File: src/rtl/decoder_rr_arbiter.sv
// Round-robin arbiter that drives a 3-to-8 decoder's E/In so that its output is the one-hot grant.
// The hold time is bounded so that a requester cannot keep the grant while others are waiting.
module decoder_rr_arbiter #(
  parameter int unsigned MAX_HOLD = 4
) (
  input  logic       clka,
  input  logic       rst_n,
  input  logic       en,
  input  logic [7:0] req,
  output logic       dec_E,
  output logic [2:0] dec_In,
  output logic       busy,
  output logic       rel,
  output logic [3:0] hold_cnt
);

  typedef enum logic [0:0] {StIdle, StGrant} state_e;

  localparam logic [3:0] MaxHold = 4'(MAX_HOLD);

  state_e     state_q, state_d;
  logic [2:0] dec_in_q, dec_in_d;
  logic [2:0] ptr_q, ptr_d;
  logic [3:0] hold_q, hold_d;
  logic       rel_q, rel_d;

  logic [7:0] others;
  logic [3:0] pick_idle;
  logic [3:0] pick_rel;
  logic       release_c;

  // Returns {found, index} of the first set bit scanning p+1, p+2, ... modulo 8.
  function automatic logic [3:0] rr_pick(input logic [7:0] r, input logic [2:0] p);
    logic       found;
    logic [2:0] idx;
    logic [2:0] k;
    found = 1'b0;
    idx   = 3'd0;
    for (int i = 1; i <= 8; i++) begin
      k = p + 3'(i);
      if (!found && r[k]) begin
        found = 1'b1;
        idx   = k;
      end
    end
    return {found, idx};
  endfunction

  always_comb begin
    others    = req & ~(8'b1 << dec_in_q);
    pick_idle = rr_pick(req, ptr_q);
    pick_rel  = rr_pick(others, dec_in_q);
    release_c = !en || !req[dec_in_q] || ((hold_q == MaxHold) && (|others));
  end

  always_comb begin
    state_d  = state_q;
    dec_in_d = dec_in_q;
    ptr_d    = ptr_q;
    hold_d   = hold_q;
    rel_d    = 1'b0;
    unique case (state_q)
      StIdle: begin
        if (en && pick_idle[3]) begin
          state_d  = StGrant;
          dec_in_d = pick_idle[2:0];
          ptr_d    = pick_idle[2:0];
          hold_d   = 4'd1;
        end
      end
      StGrant: begin
        if (!release_c) begin
          hold_d = (hold_q >= MaxHold) ? MaxHold : hold_q + 4'd1;
        end else begin
          rel_d = 1'b1;
          // Hand over without an idle gap when someone else is waiting.
          if (en && pick_rel[3]) begin
            dec_in_d = pick_rel[2:0];
            ptr_d    = pick_rel[2:0];
            hold_d   = 4'd1;
          end else begin
            state_d = StIdle;
            hold_d  = 4'd0;
          end
        end
      end
      default: state_d = StIdle;
    endcase
  end

  always_ff @(posedge clka or negedge rst_n) begin
    if (!rst_n) begin
      state_q  <= StIdle;
      dec_in_q <= 3'd0;
      ptr_q    <= 3'd7;
      hold_q   <= 4'd0;
      rel_q    <= 1'b0;
    end else begin
      state_q  <= state_d;
      dec_in_q <= dec_in_d;
      ptr_q    <= ptr_d;
      hold_q   <= hold_d;
      rel_q    <= rel_d;
    end
  end

  assign dec_E    = (state_q == StGrant);
  assign busy     = (state_q == StGrant);
  assign dec_In   = dec_in_q;
  assign rel      = rel_q;
  assign hold_cnt = hold_q;

endmodule
File: config.mk
export PLATFORM = sky130hd
export DESIGN_NAME = decoder_rr_arbiter
export DESIGN_NICKNAME = d
export VERILOG_FILES = /design/src/rtl/decoder_rr_arbiter.sv
export SDC_FILE = /design/constraint.sdc
export NUM_CORES = 1
export LEC_CHECK = 0
export ABC_AREA = 1
export BUFFER_PORTS_ARGS = -buffer_cell sky130_fd_sc_hd__buf_4
export CORE_UTILIZATION = 40
export CTS_CLUSTER_DIAMETER = 30
export DETAILED_ROUTE_END_ITERATION = 8
export PLACE_DENSITY = 0.57
export SYNTH_ARGS = -nofsm -noshare
export SYNTH_HDL_FRONTEND = slang
export SYNTH_SLANG_ARGS = --single-unit
File: constraint.sdc
create_clock -name clka -period 3.4 [get_ports clka]
set_input_delay 0.34 -clock clka [delete_from_list [all_inputs] [get_ports clka]]
set_output_delay 0.34 -clock clka [all_outputs]
set_load 0.05 [all_outputs]
; ---- Yosys cells after proc, flatten, opt, wreduce, memory -nomap -nowiden
; Cells that the tools add are included.
; Widths: inputs -> output; s select.
[totals]
output_inout_bits = 10
inputBits = 11
word_cells = 163
regBits = 12
[classes]
n_eq_ne = 4
addsub = 15
n_reduce_logical = 37
muxes = 81
bitwise_logic = 3
order_cmp = 17
n_shift = 1
[op_table]
columns = operator, n
row1 = $lt 3x4->1 const B, 16
row2 = $mux 3, 19
row3 = $bmux 1 s3, 17
row4 = $mux 1, 39
row5 = $add 3x3->3 const B, 8
row6 = $logic_and 1x1->1, 17
row7 = $logic_not 1->1, 16
row8 = $add 3x2->3 const B, 4
row9 = $mux 4, 3
row10 = $and 8x8->8, 1
row11 = $not 8->8, 1
row12 = $pmux 4 s2, 1
row13 = $reduce_or 8->1, 1
row14 = $shl 1x3->8 const A, 1
row15 = $add 3x1->3 const B, 2
row16 = $pmux 3 s2, 1
row17 = $add 4x1->4 const B, 1
row18 = $eq 4x3->1 const B, 1
row19 = $ge 4x3->1 const B, 1
row20 = $ne 2x1->1 const B, 2
row21 = $reduce_and 3->1, 1
row22 = $logic_or 1x1->1, 2
row23 = $ne 2x2->1 const B, 1
row24 = $pmux 1 s2, 1
row25 = $not 1->1, 1

; ---- Logic depth before layout (Yosys ltp)
; Gate-level depths: netlist of the first run.
[depth]
ltp_word = 31
ltp_mapped = 20
depth_no_buf = 19

; ---- Least setup slack after synthesis of the first run
; No wires, ideal clock.
[synth_path]
path_kind = register to register
startpoint = reg dec_in_q[0] (netlist: dec_In[0])
endpoint = reg dec_in_q[1] (netlist: dec_In[1])
arrival_ps = 2602
setup_ps = 117
path_slack_ps = 682
t_required_ps = 3283
path_buffers = 1
path_stages_with_launch = 18
period_less_slack_ps = 2718
cell_sequence = dfrtp_1 -> inv_2 -> buf_6 -> ha_1 -> inv_1 -> nand3_1 -> nand3_2 -> nand2_4 -> nor2_8 -> nand4_4 -> nor2_4 -> nand4_1 -> nand2_1 -> inv_1 -> nand2_1 -> nand2_1 -> nand2_2 -> nand2_1
[synth_between]
elab_chain_len = 30
elab_cells_between_ends = 70
cone_classes = add/sub: 7 / eq/ne: 2 / shift: 1 / mux: 37 / bitwise: 2 / reduce/logical: 21
[synth_rtl]
columns = item, line
row1 = start: declaration, 22  ; logic [2:0] dec_in_q, dec_in_d;
row2 = start signal: assignment, 100  ; dec_in_q <= dec_in_d;
row3 = branches (longest 30 deep; another with $add 3x1->3), --
; Parallel ways; which one is timed is not known. The select of a mux whose other input is x is not followed.
; A chain may end at the register's enable or synchronous reset.

; ---- Worst setup path in the final report of the first run
[layout_path]
startpoint = reg ptr_q[1]
endpoint = reg dec_in_q[0] (netlist: dec_In[0])
[layout_between]
elab_chain_len = 28
elab_cells_between_ends = 58
cone_classes = add/sub: 7 / eq/ne: 1 / mux: 34 / reduce/logical: 16
[layout_rtl]
columns = item, line
row1 = start: declaration, 23  ; logic [2:0] ptr_q, ptr_d;
row2 = start signal: assignment, 101  ; ptr_q <= ptr_d;
row3 = $add 3x1->3, 40  ; k = p + 3'(i);
row4 = $bmux 1 s3, 41  ; if (!found && r[k]) begin
row5 = $mux 1 (implied by the code), 41
row6 = $mux 1, 41
row7 = $logic_not 1->1, 41
row8 = $logic_and 1x1->1, 41
row9 = $mux 1, 41
row10 = $logic_not 1->1, 41
row11 = [12 not listed], --
row12 = $logic_and 1x1->1, 41
row13 = $mux 1, 41
row14 = $logic_not 1->1, 41
row15 = $logic_and 1x1->1, 41
row16 = $mux 1, 41
row17 = $logic_and 1x1->1, 64  ; if (en && pick_idle[3]) begin
row18 = $ne 2x2->1 (no line), --
row19 = $reduce_and 3->1 (no line), --
; Parallel ways exist; a longest one is shown, timed or not. The select of a mux whose other input is x is not followed.

==> results, run 1 <==
- The path type of the worst setup path is reg -> reg.
- Along the worst path, the maximum fanout reaches 11.
- The number of setup violations in the final report is 0.
- In the final layout, flip-flops and latches occupy 304.0 µm².
- The number of vias per cell after detailed routing is 5.233.
- The diode insertion count for antenna repair is 0.
- Traced cell by cell, the critical path runs through inv_1 -> ha_1 -> inv_1 -> nand2_1 -> nand3_1 -> and2_1 -> nand4_4 -> nor2_4 -> nand3_2 -> nand3_2 -> nand2_2 -> nand2_4 -> inv_2 -> nand2_2 -> nand2_1.
- The synthesized design contains 12 register bits.
- In this run the number of cells on the critical path is 15.
- The biggest cell delay along the critical path is 650 ps.
- The clock drives 12 sinks.
- Routability-driven placement finished with a final weighted congestion of 0.9297.
- The first detailed-routing pass took 4 iterations.
- The post-route setup TNS is 0 ps.
- In the final layout, the multi-input gates occupy 1684 µm².
- The number of antenna violations at the first check in global routing is 0.
- The number of pins with negative max-slew slack in the final report is 0.
- The synthesized area per cell is 6.137 µm².
- Based on the critical path, the design can be clocked at up to 346.2 MHz.
- The max-capacitance violation count is 0.
- The clock root buffer is sky130_fd_sc_hd__clkbuf_8.
- The fraction of final layout cells with drive strength greater than 1 is 20.88%.
- For flop-to-flop paths, the worst setup slack is 510 ps.
- The headroom to the max-slew limit is 65.52%.
- Global routing finished with a remaining overflow of 0.
- The post-detailed-placement half-perimeter wirelength is 4.655 mm.
- The initial DRC count is 138.
- The global-route wire length before repair is 9.880 mm.
- Of all cell types, the one taking the most synthesized area is sky130_fd_sc_hd__nand2_1.
- The combined global-route utilization of all metal layers is 20.14%.
- For the worst setup path, the data arrival time is 3020 ps.
- In this run the worst setup path terminates at dec_In[0].
- The area of the die is 5967 µm².
- Wires add up to 5.869 mm.
- The kind of path behind the tightest hold check is in -> reg.
- The netlist area before placement is 2265 µm².
- TritonCTS created 3 clock buffers.
- The required time at the endpoint of the critical path is 3530 ps.
- Yosys mapped the design onto 39 distinct sky130hd cell types.
- The startpoint identified for the worst register-to-register timing path is ptr_q[1].
- The vias after detailed routing is 2407.
- TritonCTS built the clock tree.
- Sorting the synthesized cells by area gives the leading types as sky130_fd_sc_hd__nand2_1, sky130_fd_sc_hd__nand3_1, sky130_fd_sc_hd__dfrtp_1.
- Entering global routing, the biggest net connects 18 pins.
- The run finished with clean final reports.
- The post-route clock period utilization is 84.95%.
- The number of rows in the core area is 27.
- The number of nets in the synthesized netlist is 391.
- In this design, the largest share of critical-path delay is due to simple AND/OR/NAND/NOR gates.
- The number of buffers and inverters on the critical path is 3.
- Setup repair after global routing left no endpoint under its margin.
- STA classifies the critical path startpoint as a flop.
- The top cell type by area accounts for 17.73% of the synthesized area.
- The via count of the first global-routing pass is 2160.
- For this run, design rule violations remaining after detail routing come to 0.
- Across the routed clock network, the largest skew measured is 3.950 ps.
- For this run, the number of Yosys warnings is 0.
- The clock latency reported for the late side of the worst-skew pair is 240 ps.
- In this run the tool buffered the top-level ports with 20 buffer cells.
- In this run the deepest clock path goes through 2 buffers.
- The worst register-to-register path has a depth of 15.
- The I/O pin total is 21.
- Leaving out fill and tap cells, the most frequent cells in the layout are sky130_fd_sc_hd__nand2_1, sky130_fd_sc_hd__nand3_1, sky130_fd_sc_hd__inv_1, sky130_fd_sc_hd__nor2_1, sky130_fd_sc_hd__buf_4.
- The worst hold margin is 393.4 ps.
- The count of filler cells inserted in the layout is 578.
- The worst-path cell with the longest stage delay is sky130_fd_sc_hd__dfstp_2.
- The number of instances in the synthesized netlist is 369.
- In this run the number of H-tree levels came out at 1.
- The layout overhead on the synthesized area is 10.83%.
- The per-cell routed wire length is 12.76 µm.
- The first element of the critical path is ptr_q[1].
- For this configuration, the core starts out at a cell density of 41.38%.
- The floorplan step set the die height to 77.25 µm.
- Subtracting the final worst setup slack from the clock period gives 2888 ps.
- The detail route stage leaves a number of antenna-violating nets equal to 0.
- STA classifies the critical path endpoint as a flop.
- Summing the sequential cell areas from Yosys gives 13.43% of the chip area.
- Leaving out fill and tap cells, the most frequent cell in the layout is sky130_fd_sc_hd__nand2_1.
- The floorplan step set the die width to 77.25 µm.
- For the pin with the worst max-slew slack, the measured transition is 517.2 ps.
- The hold violation count in the final report is 0.
- The count of nets after finishing is 411.
- The core outline area is 5473 µm².
- Clock-pin slew was measured on the worst setup and hold paths at 50 ps.
- The end of the worst register-to-register path is dec_In[0].
repair_timing:
item / CTS / global route
endpoints found under the hold margin: 9 / 0
setup buffers: 0 / 0
hold buffers: 1 / 0
resized for setup: 0 / 0
per-stage QoR:
stage / utilization (%) / instance area [µm²] / setup WS (ps) / std cells
final: 45.86 / 2510 / 511.8 / 460
after global placement: 44.67 / 2445 / 598.4 / 455
after floorplan: - / 2265 / 681.7 / 369
after global routing: 45.86 / 2510 / 273.3 / 460
after detailed placement: 44.67 / 2445 / 529.4 / 455
after CTS: 45.86 / 2510 / 514.8 / 460
routing by layer:
layer / routed length, µm / global-route usage [%] / share of wire (%)
met5: 0 / 0 / 0
met2: 2579 / 32.04 / 44
met3: 354 / 2.619 / 6.0
met1: 2910 / 28.61 / 50
met4: 25 / 4.528 / 0.43
layout make-up:
| class | instances | area share [%] |
|---|---|---|
| Multi-Input combinational cell | 298 | 67.10 |
| Timing Repair Buffer | 25 | 7.577 |
| Clock buffer | 4 | 2.193 |
| Tap cell | 72 | 3.589 |
| Sequential cell | 12 | 12.11 |
| Inverter | 49 | 7.428 |
kinds of logic (layout without fill, tap and decap cells):
logic type	after synthesis	count (layout)	share of synthesized area (%)
AOI/OAI and AO/OA	40	40	10.83
adders and majority gates	11	11	6.077
and+or+nand+nor	243	243	54.75
xor gates and xnor gates	4	4	2.708
DFF	12	12	13.43
buffers and inverters	59	78	12.21
how the worst min path moves through the flow:
stage | cells after the start | startpoint | endpoint
floorplan | 0 | rst_n | busy
global placement | 1 | rst_n | hold_cnt[1]
detailed placement | 1 | rst_n | hold_cnt[1]
CTS | 2 | en | rel
global route | 2 | en | rel
finish | 2 | en | rel
state kept, by name (all words and copies together), names as in the netlist:
register and flops:
busy 1, dec_In 3, hold_cnt 4, ptr_q 3, rel 1
Yosys cell counts, drive strengths merged:
library cell and number:
or2 2, o211ai 3, nand3b 1, xnor2 2
o21ai 25, nor2 31, and2 1, dfstp 3
nand2 122, nor3 2, o21bai 1, a211oi 1
a221oi 1, nand4 11, a31oi 2, a21oi 6
o22ai 1, dfrtp 9, ha 11, nand3 73
xor2 2, buf 10, inv 49
worst register-to-register path, cell delays in order, from the launching register on:
cell,delay [ps]
sky130_fd_sc_hd__dfstp_2,650
sky130_fd_sc_hd__inv_1,160
sky130_fd_sc_hd__ha_1,440
sky130_fd_sc_hd__inv_1,170
sky130_fd_sc_hd__nand2_1,110
sky130_fd_sc_hd__nand3_1,130
sky130_fd_sc_hd__and2_1,240
sky130_fd_sc_hd__nand4_4,140
sky130_fd_sc_hd__nor2_4,190
sky130_fd_sc_hd__nand3_2,110
sky130_fd_sc_hd__nand3_2,100
sky130_fd_sc_hd__nand2_2,60
sky130_fd_sc_hd__nand2_4,100
sky130_fd_sc_hd__inv_2,60
sky130_fd_sc_hd__nand2_2,70
sky130_fd_sc_hd__nand2_1,50
Power of run 1 is left out: the tool's default activity adds up to more than one toggle a clock period on the data nets, which glitch-free logic cannot reach.
==> run 2, diff against run 1 <==
--- a/config.mk
+++ b/config.mk
@@ -5,7 +5,7 @@
 export SDC_FILE = /design/constraint.sdc
 export NUM_CORES = 1
 export LEC_CHECK = 0
-export ABC_AREA = 1
+export ABC_AREA = 0
 export BUFFER_PORTS_ARGS = -buffer_cell sky130_fd_sc_hd__buf_4
 export CORE_UTILIZATION = 40
 export CTS_CLUSTER_DIAMETER = 30
==> constraint.sdc (replaced) <==
create_clock -name clka -period 2.8 [get_ports clka]
set_input_delay 0.28 -clock clka [delete_from_list [all_inputs] [get_ports clka]]
set_output_delay 0.28 -clock clka [all_outputs]
set_load 0.05 [all_outputs]
==> run 2 against run 1 <==
Compared with the run above:
- the flow now finishes with violations (setup timing)
- design area up 32%
- wire length up 27%
- flip-flop and latch count unchanged
- synthesized area up 12%
- critical path depth down 5
- non-clock buffer count up 60
- sequential share of layout area down 2.8 points
- core utilization up 9.2 points
- clock-buffer cell count unchanged
- register-to-register slack worse by 540 ps
- die area up 11%
- setup slack worse by 540 ps
- critical endpoint is now dec_In[1]
- largest cell class unchanged
- highest routed layer unchanged
==> results, run 2 <==
- The leading register cell type out of synthesis is sky130_fd_sc_hd__dfrtp_1.
- The adder-cell share of the synthesized area is 5.440% (-0.64 points).
- The clock latency reported for the late side of the worst-skew pair came to 240 ps (about the same).
- The synthesized area per cell came to 8.846 µm² (+44%).
- The per-cell routed wire length is 17.19 µm (+35%).
- The final critical path time including I/O delays and setup is 2831 ps (-57.11 ps).
- The final instance area came to 3317 µm² (+32%).
- The number of vias per cell after detailed routing is 5.977 (+14%).
- The critical path launch point type is a flop.
- The flow ran to the end, but the final reports show violations.
- For this design, the slowest cell found on the critical path is sky130_fd_sc_hd__dfstp_2.
- The multiplexer area fraction after synthesis is 31.55% (+32 points).
- The path type of the worst setup path is reg -> reg.
- The max-capacitance violation count is 0 (unchanged).
- The startpoint identified for the worst register-to-register timing path is ptr_q[1].
- The slack of the worst reg-to-reg path is -30 ps (-540 ps).
- The most repeated cell in the gate-level netlist after synthesis is sky130_fd_sc_hd__nor2_1.
- The main combinational cell family by area after synthesis is multiplexers.
- The headroom to the max-slew limit was 66.17% (+0.65 points).
- The I/O pin total is 21 (unchanged).
- The hold violation count in the final report is 0 (unchanged).
- The core outline area is 6026 µm² (+10%).
- The sum of routed wire length over all layers is 7.427 mm (+27%).
- The post-place setup slack is -130.3 ps (-659.7 ps).
- The largest net degree at the start of global routing was 15 (-3).
- The H-tree depth reported by CTS was 1 (unchanged).
- The post-route clock period utilization was 101.1% (+16 points).
- The slew at the pin with the worst max-slew slack is 507.4 ps (-9.735 ps).
- The biggest cell delay along the critical path came to 590 ps (-60 ps).
- The number of buffers added on ports was 20 (unchanged).
- The number of instances in the synthesized netlist was 286 (-22%).
- The fraction of final layout cells with drive strength greater than 1 was 44.26% (+23 points).
- The kind of path behind the tightest hold check is in -> async.
- The number of flip-flops under the largest register name came to 4 (unchanged).
- The fmax is 353.2 MHz (+2.0%).
- The number of pins with negative max-slew slack in the final report came to 0 (unchanged).
- The final reports fail on setup timing.
- The Yosys warning count came to 0 (unchanged).
- The cell type with the largest total area after synthesis is sky130_fd_sc_hd__mux4_2.
- The area fraction in compound gates after synthesis was 24.53% (+14 points).
- The count of nets after finishing was 380 (-7.5%).
- The critical path goes through inv_4 -> ha_4 -> mux4_2 -> mux2_4 -> or2_1 -> or3b_4 -> a2111oi_4 -> o21ai_2 -> o2111ai_2 -> o21a_1.
- The first-pass detailed-route iteration total is 4 (unchanged).
- The end of the worst register-to-register path is dec_In[1].
- Setup repair after global routing could not meet its margin everywhere.
- The number of buffers and inverters on the critical path is 1 (-2).
- The post-CTS clock slew at the launch and capture registers of the worst setup and hold paths came to 50 ps (about the same).
- The global-route wire length before repair is 12.17 mm (+23%).
- The fraction of the mapped netlist area in simple logic gates is 18.40% (-36 points).
- In the synthesized netlist, the cells that appear most often are sky130_fd_sc_hd__nor2_1, sky130_fd_sc_hd__mux4_2, sky130_fd_sc_hd__nand2_1, sky130_fd_sc_hd__mux2i_1, sky130_fd_sc_hd__a21oi_1.
- In the layout the commonest cells are sky130_fd_sc_hd__buf_4, sky130_fd_sc_hd__nor2_1, sky130_fd_sc_hd__mux4_2, sky130_fd_sc_hd__nand2_1, sky130_fd_sc_hd__mux2i_1.
- The vias after detailed routing came to 2582 (+7.3%).
- The fraction of synthesized cell area in xor and xnor cells is 1.385% (-1.3 points).
- The netlist area before placement is 2530 µm² (+12%).
- The TritonCTS clock tree is built.
- Among cell families on the critical path, the largest total delay comes from multiplexers.
- The initial cell density of the core was 41.99% (+0.60 points).
- The number of antenna violations at the first check in global routing is 0 (unchanged).
- The share of async-settable or async-resettable flops after synthesis is 100.0% (unchanged).
- The number of unique standard cell types used by synthesis was 61 (+56%).
- The number of nets in the synthesized netlist is 308 (-21%).
- The number of cells on the worst reg-to-reg path is 10 (-5).
- The diode insertion count for antenna repair is 0 (unchanged).
- The maximum clock insertion buffer count is 2 (unchanged).
- The flip-flop and latch count after synthesis is 12 (unchanged).
- The arrival time at the worst endpoint is 3010 ps (about the same).
- The clock tree skew after final layout is 3.147 ps (-0.8027 ps).
- The last weighted congestion value of the routability-driven placer is 0.8597 (-7.5%).
- The combined global-route utilization of all metal layers is 23.69% (+3.5 points).
- In this run the worst setup path begins at ptr_q[1].
- The fraction of post-synthesis cell area in the top cell type by area is 20.47% (+2.7 points).
- The global route total overflow came to 0 (unchanged).
- The number of enable flip-flop cells after synthesis is 0 (unchanged).
- The via count of the first global-routing pass is 2503 (+16%).
- The layout overhead on the synthesized area is 31.11%.
- The die boundary height is 81.53 µm (+5.5%).
- The clock sink count is 12 (unchanged).
- The biggest fanout along the worst timing path is 4 (-7).
- The antenna violation net count after detailed routing is 0 (unchanged).
- The number of buffers created by CTS is 3 (unchanged).
- The required time at the endpoint of the critical path is 2980 ps (-550 ps).
- The final worst setup slack is -31.07 ps (-542.9 ps).
- The leading cell type in the layout, fill and taps excluded is sky130_fd_sc_hd__buf_4.
- The die span in x is 81.53 µm (+5.5%).
- The post-detailed-placement half-perimeter wirelength came to 5.869 mm (+26%).
- The post-synthesis sequential area ratio is 12.02% (-1.4 points).
- The endpoint class of the critical path is a flop.
- The number of setup violations in the final report came to 3 (+3).
- The area of the die is 6647 µm² (+11%).
- The initial DRC count is 103 (-25%).
- By area the synthesized netlist is led by sky130_fd_sc_hd__mux4_2, sky130_fd_sc_hd__dfrtp_1, sky130_fd_sc_hd__mux2i_1.
- The number of rows in the core area is 28 (+3.7%).
- The clock root buffer is sky130_fd_sc_hd__clkbuf_8.
- The detailed-route DRC error count is 0 (unchanged).
- The post-place instance area came to 3138 µm² (+28%).
run 2: cell types whose count changed in the layout (fill, tap and decap cells not counted), moves of 16 or more:
| cell | delta |
|---|---|
| sky130_fd_sc_hd__nand2_1 | -88 |
| sky130_fd_sc_hd__buf_4 | +59 |
| sky130_fd_sc_hd__nand3_1 | -56 |
| sky130_fd_sc_hd__inv_1 | -34 |
| sky130_fd_sc_hd__mux4_2 | +23 |
| sky130_fd_sc_hd__mux2i_1 | +16 |
run 2: through the flow:
step / utilization (%) / hold slack [ps] / TNS [ps] / cells
2_1_floorplan: - / -15.59 / -1680 / 286
3_3_place_gp: 52.08 / 125.6 / -233.4 / 423
3_5_place_dp: 52.08 / 126.3 / -356.3 / 423
4_1_cts: 53.78 / 409.7 / -84.43 / 430
5_1_grt: 55.05 / 424.8 / -355.2 / 432
6_report: 55.05 / 409.6 / -75.84 / 432
run 2: area by class of cell:
type,count,area [µm²]
Clock buffer,4,55.05
Fill cell,565,2709
Inverter,14,57.56
Multi-Input combinational cell,242,2150
Sequential cell,12,307.8
Tap cell,75,93.84
Timing Repair Buffer,85,653.1
run 2: per-layer routing:
| layer | up-vias | GRT usage [%] | part of all wire [%] |
|---|---|---|---|
| met4 | 0 | 3.750 | 0.90 |
| met5 | - | 0 | 0 |
| met1 | 1268 | 30.30 | 44 |
| met3 | 7 | 1.111 | 2.7 |
| met2 | 53 | 44.25 | 52 |
| li1 | 1254 | - | - |
run 2: repair_timing:
| item | 4_1_cts | 5_1_grt |
|---|---|---|
| gates resized for setup | 8 | 15 |
| hold buffers | 1 | 0 |
| pin swaps | 3 | 7 |
| buffers inserted | 2 | 2 |
| hold endpoints to repair | 9 | 0 |
| endpoints found under the setup margin | 5 | 7 |
run 2: cells by family (layout without fill, tap and decap cells):
logic type	after synthesis	in the layout
muxes	49	49
and+or+nand+nor	91	91
adders and majority gates	11	11
AOI/OAI and AO/OA	87	87
buffers and inverters	32	103
DFF	12	12
xor gates and xnor gates	4	4
run 2: how the worst max path moves through the flow:
stage / depth (start not counted) / slack (ps) / end
6_report: 10 / -30 / dec_In[1]
5_1_grt: 10 / -100 / dec_In[1]
4_1_cts: 9 / -30 / dec_In[2]
3_5_place_dp: 10 / -130 / dec_In[1]
3_3_place_gp: 10 / -100 / dec_In[1]
2_1_floorplan: 13 / -310 / dec_In[1]
Power of run 2 is left out for the same reason.
